## src/rtl/demux32_1x16_reg.sv

```systemverilog
// Registered 1-to-16 write distributor with per-channel EMPTY/FULL occupancy,
// valid/ready producer handshake and per-channel consumer acks.
module demux32_1x16_reg #(
  parameter int unsigned DATA_WIDTH = 32,
  parameter int unsigned SEL_WIDTH  = 4
) (
  input  logic                  CLK,
  input  logic                  RST,
  input  logic [DATA_WIDTH-1:0] D,
  input  logic [SEL_WIDTH-1:0]  S,
  input  logic                  IN_VALID,
  input  logic                  BCAST,
  output logic                  IN_READY,
  output logic [DATA_WIDTH-1:0] Y0,
  output logic [DATA_WIDTH-1:0] Y1,
  output logic [DATA_WIDTH-1:0] Y2,
  output logic [DATA_WIDTH-1:0] Y3,
  output logic [DATA_WIDTH-1:0] Y4,
  output logic [DATA_WIDTH-1:0] Y5,
  output logic [DATA_WIDTH-1:0] Y6,
  output logic [DATA_WIDTH-1:0] Y7,
  output logic [DATA_WIDTH-1:0] Y8,
  output logic [DATA_WIDTH-1:0] Y9,
  output logic [DATA_WIDTH-1:0] Y10,
  output logic [DATA_WIDTH-1:0] Y11,
  output logic [DATA_WIDTH-1:0] Y12,
  output logic [DATA_WIDTH-1:0] Y13,
  output logic [DATA_WIDTH-1:0] Y14,
  output logic [DATA_WIDTH-1:0] Y15,
  output logic [(2**SEL_WIDTH)-1:0] OUT_FULL,
  input  logic [(2**SEL_WIDTH)-1:0] OUT_ACK,
  output logic [SEL_WIDTH:0]    WR_COUNT
);

  localparam int unsigned NCH   = 2 ** SEL_WIDTH;
  localparam int unsigned CNT_W = SEL_WIDTH + 1;

  typedef enum logic {
    CH_EMPTY = 1'b0,
    CH_FULL  = 1'b1
  } chan_state_e;

  chan_state_e           state_q [NCH];
  chan_state_e           state_d [NCH];
  logic [DATA_WIDTH-1:0] y_q     [NCH];
  logic [DATA_WIDTH-1:0] y_d     [NCH];
  logic [CNT_W-1:0]      count_q;
  logic [CNT_W-1:0]      count_d;
  logic [NCH-1:0]        full_vec;
  logic                  accept;

  // Occupancy vector and producer ready, derived from registered state only.
  always_comb begin
    full_vec = '0;
    for (int i = 0; i < NCH; i++) begin
      full_vec[i] = (state_q[i] == CH_FULL);
    end
    IN_READY = 1'b0;
    if (!RST) begin
      IN_READY = BCAST ? (full_vec == '0) : ~full_vec[S];
    end
  end

  // Per-channel next state: acks drain FULL channels, accepted writes fill them.
  always_comb begin
    state_d = state_q;
    y_d     = y_q;
    count_d = '0;
    accept  = IN_VALID & IN_READY;
    for (int i = 0; i < NCH; i++) begin
      if ((state_q[i] == CH_FULL) && OUT_ACK[i]) begin
        state_d[i] = CH_EMPTY;
      end
      if (accept && (BCAST || (S == SEL_WIDTH'(i)))) begin
        state_d[i] = CH_FULL;
        y_d[i]     = D;
      end
      count_d = count_d + CNT_W'(state_d[i] == CH_FULL);
    end
  end

  // State, data and count registers; reset clears everything immediately.
  always_ff @(posedge CLK or posedge RST) begin
    if (RST) begin
      for (int i = 0; i < NCH; i++) begin
        state_q[i] <= CH_EMPTY;
        y_q[i]     <= '0;
      end
      count_q <= '0;
    end else begin
      state_q <= state_d;
      y_q     <= y_d;
      count_q <= count_d;
    end
  end

  assign OUT_FULL = full_vec;
  assign WR_COUNT = count_q;

  assign Y0  = y_q[0];
  assign Y1  = y_q[1];
  assign Y2  = y_q[2];
  assign Y3  = y_q[3];
  assign Y4  = y_q[4];
  assign Y5  = y_q[5];
  assign Y6  = y_q[6];
  assign Y7  = y_q[7];
  assign Y8  = y_q[8];
  assign Y9  = y_q[9];
  assign Y10 = y_q[10];
  assign Y11 = y_q[11];
  assign Y12 = y_q[12];
  assign Y13 = y_q[13];
  assign Y14 = y_q[14];
  assign Y15 = y_q[15];

endmodule

```

## config.mk

```make
export PLATFORM = sky130hd
export DESIGN_NAME = demux32_1x16_reg
export DESIGN_NICKNAME = d
export VERILOG_FILES = /design/src/rtl/demux32_1x16_reg.sv
export SDC_FILE = /design/constraint.sdc
export NUM_CORES = 1
export LEC_CHECK = 0
export CAP_MARGIN = 5
export CORE_AREA = 2 2 228 230
export DETAILED_ROUTE_END_ITERATION = 10
export DIE_AREA = 0 0 230 232
export GPL_TIMING_DRIVEN = 1
export MAX_ROUTING_LAYER = met4
export PLACE_DENSITY = 0.72
export SLEW_MARGIN = 20
export SYNTH_ARGS = -nofsm -noshare
export SYNTH_HDL_FRONTEND = slang
export SYNTH_SLANG_ARGS = --single-unit
```

## constraint.sdc

```tcl
create_clock -name CLK -period 21.4 [get_ports CLK]
set_clock_uncertainty 0.2 [all_clocks]
set_input_delay 5.35 -clock CLK [delete_from_list [all_inputs] [get_ports CLK]]
set_output_delay 5.35 -clock CLK [all_outputs]
set_load 0.05 [all_outputs]
```

Yosys cells after proc, flatten, opt, wreduce, memory -nomap -nowiden
Cells that the tools add are included.

word-level totals
  RAM bits = 0
  latch bits = 0
  flip-flop bits (word level) = 533
  input port bits = 56
  output and inout port bits = 534
  logic and storage cells = 152
  ROM bits = 0
  memories kept = 0

cells by class
  bitwise logic cells = 2
  reductions and logical operators = 50
  add/sub/neg operators = 15
  equality and inequality tests = 15
  $lt $le $gt $ge = 1
  divide/modulo/power cells = 0
  muxes and demuxes = 36
  $mul = 0
  shift operators = 0

operators with widths
  cell                                                  count
  adder 5 x 1 -> 5 bit                                  11
  two-way mux 1 bit                                     35
  equality test 4 bit (second input constant)           8
  logical AND 1 bit                                     32
  equality test 4 x 3 -> 1 bit (second input constant)  4
  logical NOT 16 bit                                    1
  logical OR 1 bit                                      16
  equality test 4 x 2 -> 1 bit (second input constant)  2
  adder 4 x 1 -> 5 bit                                  1
  < comparator 4 x 5 -> 1 bit (second input constant)   1
  adder 3 x 1 -> 4 bit                                  1
  binary-select mux 1 bit (select 4 bit)                1
  equality test 4 x 1 -> 1 bit (second input constant)  1
  logical NOT 4 bit                                     1
  adder 2 x 1 -> 3 bit                                  1
  adder 1 x 1 -> 2 bit                                  1
  AND 1 bit                                             1
  NOT 1 bit                                             1

Longest topological paths before layout
  depth after elaboration = 23
  gate-level depth with buffers = 17

Least setup slack after synthesis
Ideal clock, no wire load.

  kind = input-to-reg
  start point = in RST
  end point = reg count_q[4] (netlist: WR_COUNT[4])
  path buffers = 1
  stages = 16
  setup slack = -4439 ps
  data arrival time = 25519 ps
  cells stage by stage = inv_1 nand2_1 nor3_4 buf_2 a21oi_1 fa_1 inv_1 fa_1 inv_1 fa_1 fa_1 inv_1 ha_1 fa_1 a21oi_1 nor2b_1

on the way
  longest elaborated chain between the ends = 19
  elaborated cells on any way between the ends = 49
  those cells by class = 15 x add/sub; 17 x mux; 1 x bitwise; 16 x reduce/logical

RTL lines
  element                             RTL line  text
  start: declaration                  8         input logic RST,
  two-way mux 1 bit *                 59        if (!RST) begin
  AND 1 bit *                         69        accept = IN_VALID & IN_READY;
  logical AND 1 bit                   74        if (accept && (BCAST || (S == SEL_WIDTH'(i)))) begin
  two-way mux 1 bit                   74
  adder 1 x 1 -> 2 bit                78        count_d = count_d + CNT_W'(state_d[i] == CH_FULL);
  adder 2 x 1 -> 3 bit                78
  adder 3 x 1 -> 4 bit                78
  adder 4 x 1 -> 5 bit                78
  adder 5 x 1 -> 5 bit (10 in a row)  78
  adder 5 x 1 -> 5 bit *              78
  via count_d[4]                      48        logic [CNT_W-1:0] count_d;
  end signal: assignment              93        count_q <= count_d;
  end: declaration                    47        logic [CNT_W-1:0] count_q;

The timed path passes the listed nets; every way through them passes the cells marked *.
A chain may end at the register's enable or synchronous reset.

Final worst setup path
  start point = in S[1]
  end point = out IN_READY

on the way
  longest elaborated chain between the ends = 5

RTL lines
  element                                  RTL line  text
  start: declaration                       10        input logic [SEL_WIDTH-1:0] S,
  binary-select mux 1 bit (select 4 bit)   60        IN_READY = BCAST ? (full_vec == '0) : ~full_vec[S];
  two-way mux 1 bit (implied by the code)  60
  NOT 1 bit                                60
  two-way mux 1 bit                        60
  two-way mux 1 bit                        59
  end: declaration                         13        output logic IN_READY,

No other way between the ends. The select of a mux whose other input is x is not followed.

==> results.yml <==
clock_network:
  cts_tree: "built"
  cts.sinks: 533
  cts_htree_levels: 2
  clock_path_buffers: 3
  cts_setup_buffers: 0
  cts_inserted_buffers: 55
  clk_pin_slew_ps: 60
  postCtsHoldBufs: 0
  post_cts_resized: 0
  clkLatencyLatePin_ps: 610
  root_buffer: "clkbuf_16"
timing:
  finalSetupViolations: 0
  worst_pin_slew_ps: 1093
  relSlewSlack: 0.2689
  slew_violations: 0
  max_freq_mhz: 71.59
  period_minus_slack_ps: 13970
  timing.hold.ws_ps: 287.0
  rsz0062_at_grt: "false"
  finalHoldViolations: 0
  period_share: 0.6527
  fin_ws_ps: 7431
  fin_setup_tns_ps: 0
yosys:
  synth_cells: 1293
  yosys_warnings: 0
  yosysTopAreaCell: "dfrtp_1"
  synth.most_common_cell: "dfrtp_1"
  avgSynthCellArea_um2: 15.86
  synth_commonest_cells: "533 x dfrtp_1, 398 x mux2_2, 96 x a22o_1"
  synth.ff_latch_count: 533
  async_flop_share: 1.000
  ys.flop_type: "dfrtp_1"
  synth_edf_count: 0
  mappedNetlistArea_um2: 20510
  ys_seq_area_frac: 0.6503
  synth_top_area_share: 0.6503
  synth_fp_nets: 1364
  synthTopCellsByArea: "dfrtp_1 65%, mux2_2 22%, a22o_1 4.1%, mux2_1 0.99%, fa_1 0.98%"
  synth_cell_types: 45
worst_setup_path:
  critPathCaptureType: "output port"
  r2r_cells: 16
  cp_max_fo: 18
  startpoint_type: "primary input"
  arrival_ps: 8420
  critical_path_class: "primary input to output port"
  crit_required_ps: 15850
route:
  wirelength_mm: 67.02
  ant_nets: 0
  dr.pass1.iters: 4
  drt_iter0_markers: 755
  vias: 13620
  wl_per_cell_um: 25.76
  viasPerCell: 5.233
  drc: 0
finish:
  fillCellCount: 4094
  utilization: 0.5720
  areaGrowthSynthToFinish_pct: 41.91
  multi_input_area_um2: 6735
  drive_above_1_share: 0.2841
  seq_area_um2: 13340
  nets: 1942
placed_design:
  numPortBuffers: 589
  dpl_worst_slack_ps: 7455
  globalplace.congestion: 0.8464
  hpwl_mm: 45.65
die:
  core_um2: 50890
  start_util: 0.4031
  dieWidth_um: 230
  rows: 83
  die_y_um: 232
  ios: 590
  dieArea_um2: 53360
pwr:
  power_mw: 4.758
  power_leakage_nw: 12.29
  vdd_drop_max_v: 0.00009506
  powerDensity_nw_per_um2: 163.5
worst_hold_path:
  hold_path.class: "flop to flop"
  hold_depth: 1
grt:
  grt_max_degree: 196
  antenna_found_initial: 5
  grt_overflow: 0
  grt.total_usage: 0.2566
  grt_pass1_wl_mm: 97.94
  grt_pass1_vias: 14480
status:
  status: "finished, final reports clean"
flow_run:
  cap_viol_max_count: 0
==> sequential cells by signal, indices dropped and copies added (netlist names), 32 cells and up <==
name and flops:
Y4 32, Y5 32, Y6 32, Y13 32
Y15 32, Y12 32, Y2 32, Y14 32
Y0 32, Y9 32, Y8 32, Y11 32
Y7 32, Y10 32, Y1 32, Y3 32
==> worst paths after layout <==
path | startpoint | slack, ps | end
min reg2reg | Y5[0] | 290 | Y5[0]
min in group asynchronous | RST | 5150 | Y14[0]
max reg2reg | OUT_FULL[10] | 15210 | WR_COUNT[4]
max | S[1] | 7430 | IN_READY
max in group asynchronous | RST | 13160 | OUT_FULL[0]
min | Y5[0] | 290 | Y5[0]
==> per-layer routing <==
metal	share of wire	routed length (um)	vias up	global-route usage
li1	-	-	5814	-
met1	0.40	27130	7161	0.3121
met2	0.49	32760	515	0.4120
met3	0.069	4631	126	0.06520
met4	0.037	2507	0	0.1008
met5	0	0	-	-
==> report_power, final <==
part / internal (mW) / switching [mW] / total, mW
Combinational: 0.765 / 1.50 / 2.26
Sequential: 1.32 / 0.175 / 1.49
Clock: 0.592 / 0.408 / 1.00
Total: 2.68 / 2.08 / 4.76
==> critical path: stages <==
cell and delay (ps):
clkdlybuf4s50_1 980, mux4_2 580, a41o_1 250, nor4_1 370, clkdlybuf4s50_1 880
==> cells in the final DEF, fill, tap and decap left out, types with 4 or more instances in the layout <==
cell and instances:
nor3_4 7, inv_1 30, buf_4 26, ha_1 5
or4_1 4, diode_2 7, a21oi_1 8, bufinv_16 4
o21ai_0 10, mux2_2 398, a22o_1 96, clkdlybuf4s50_1 588
a21o_1 7, nor2b_1 4, clkinvlp_4 4, mux2_1 18
clkbuf_16 56, o21a_1 9, mux2i_1 4, clkbuf_1 10
o31ai_1 5, dfrtp_1 533, clkinv_2 4, clkbuf_8 18
nand3_2 7, fa_1 10
==> metrics by stage <==
| step | std cells | instance area (um2) |
|---|---|---|
| after floorplan | 1293 | 20510 |
| final | 2602 | 29110 |
| after detailed placement | 2493 | 27150 |
| after global placement | 2493 | 27150 |
| after global routing | 2599 | 29100 |
| after CTS | 2594 | 29060 |
==> kinds of logic after synthesis <==
family / share of synthesized area
AO/OA/AOI/OAI: 0.06051
XOR/XNOR: 0.0008542
adder cells (fa/ha/maj): 0.01281
buffers and inverters: 0.02489
flip-flops: 0.6503
multiplexers: 0.2336
AND/OR/NAND/NOR: 0.01702
==> area by class of cell <==
cell class / instances / area share
antenna: 7 / 0.0006018
clock buffer: 84 / 0.05795
clock inverter: 17 / 0.007738
inverter: 31 / 0.004127
multi-input combinational: 633 / 0.2314
sequential: 533 / 0.4582
tap: 680 / 0.02923
timing repair buffer: 617 / 0.2107
Note: power is estimated with default switching activity, not from simulation.
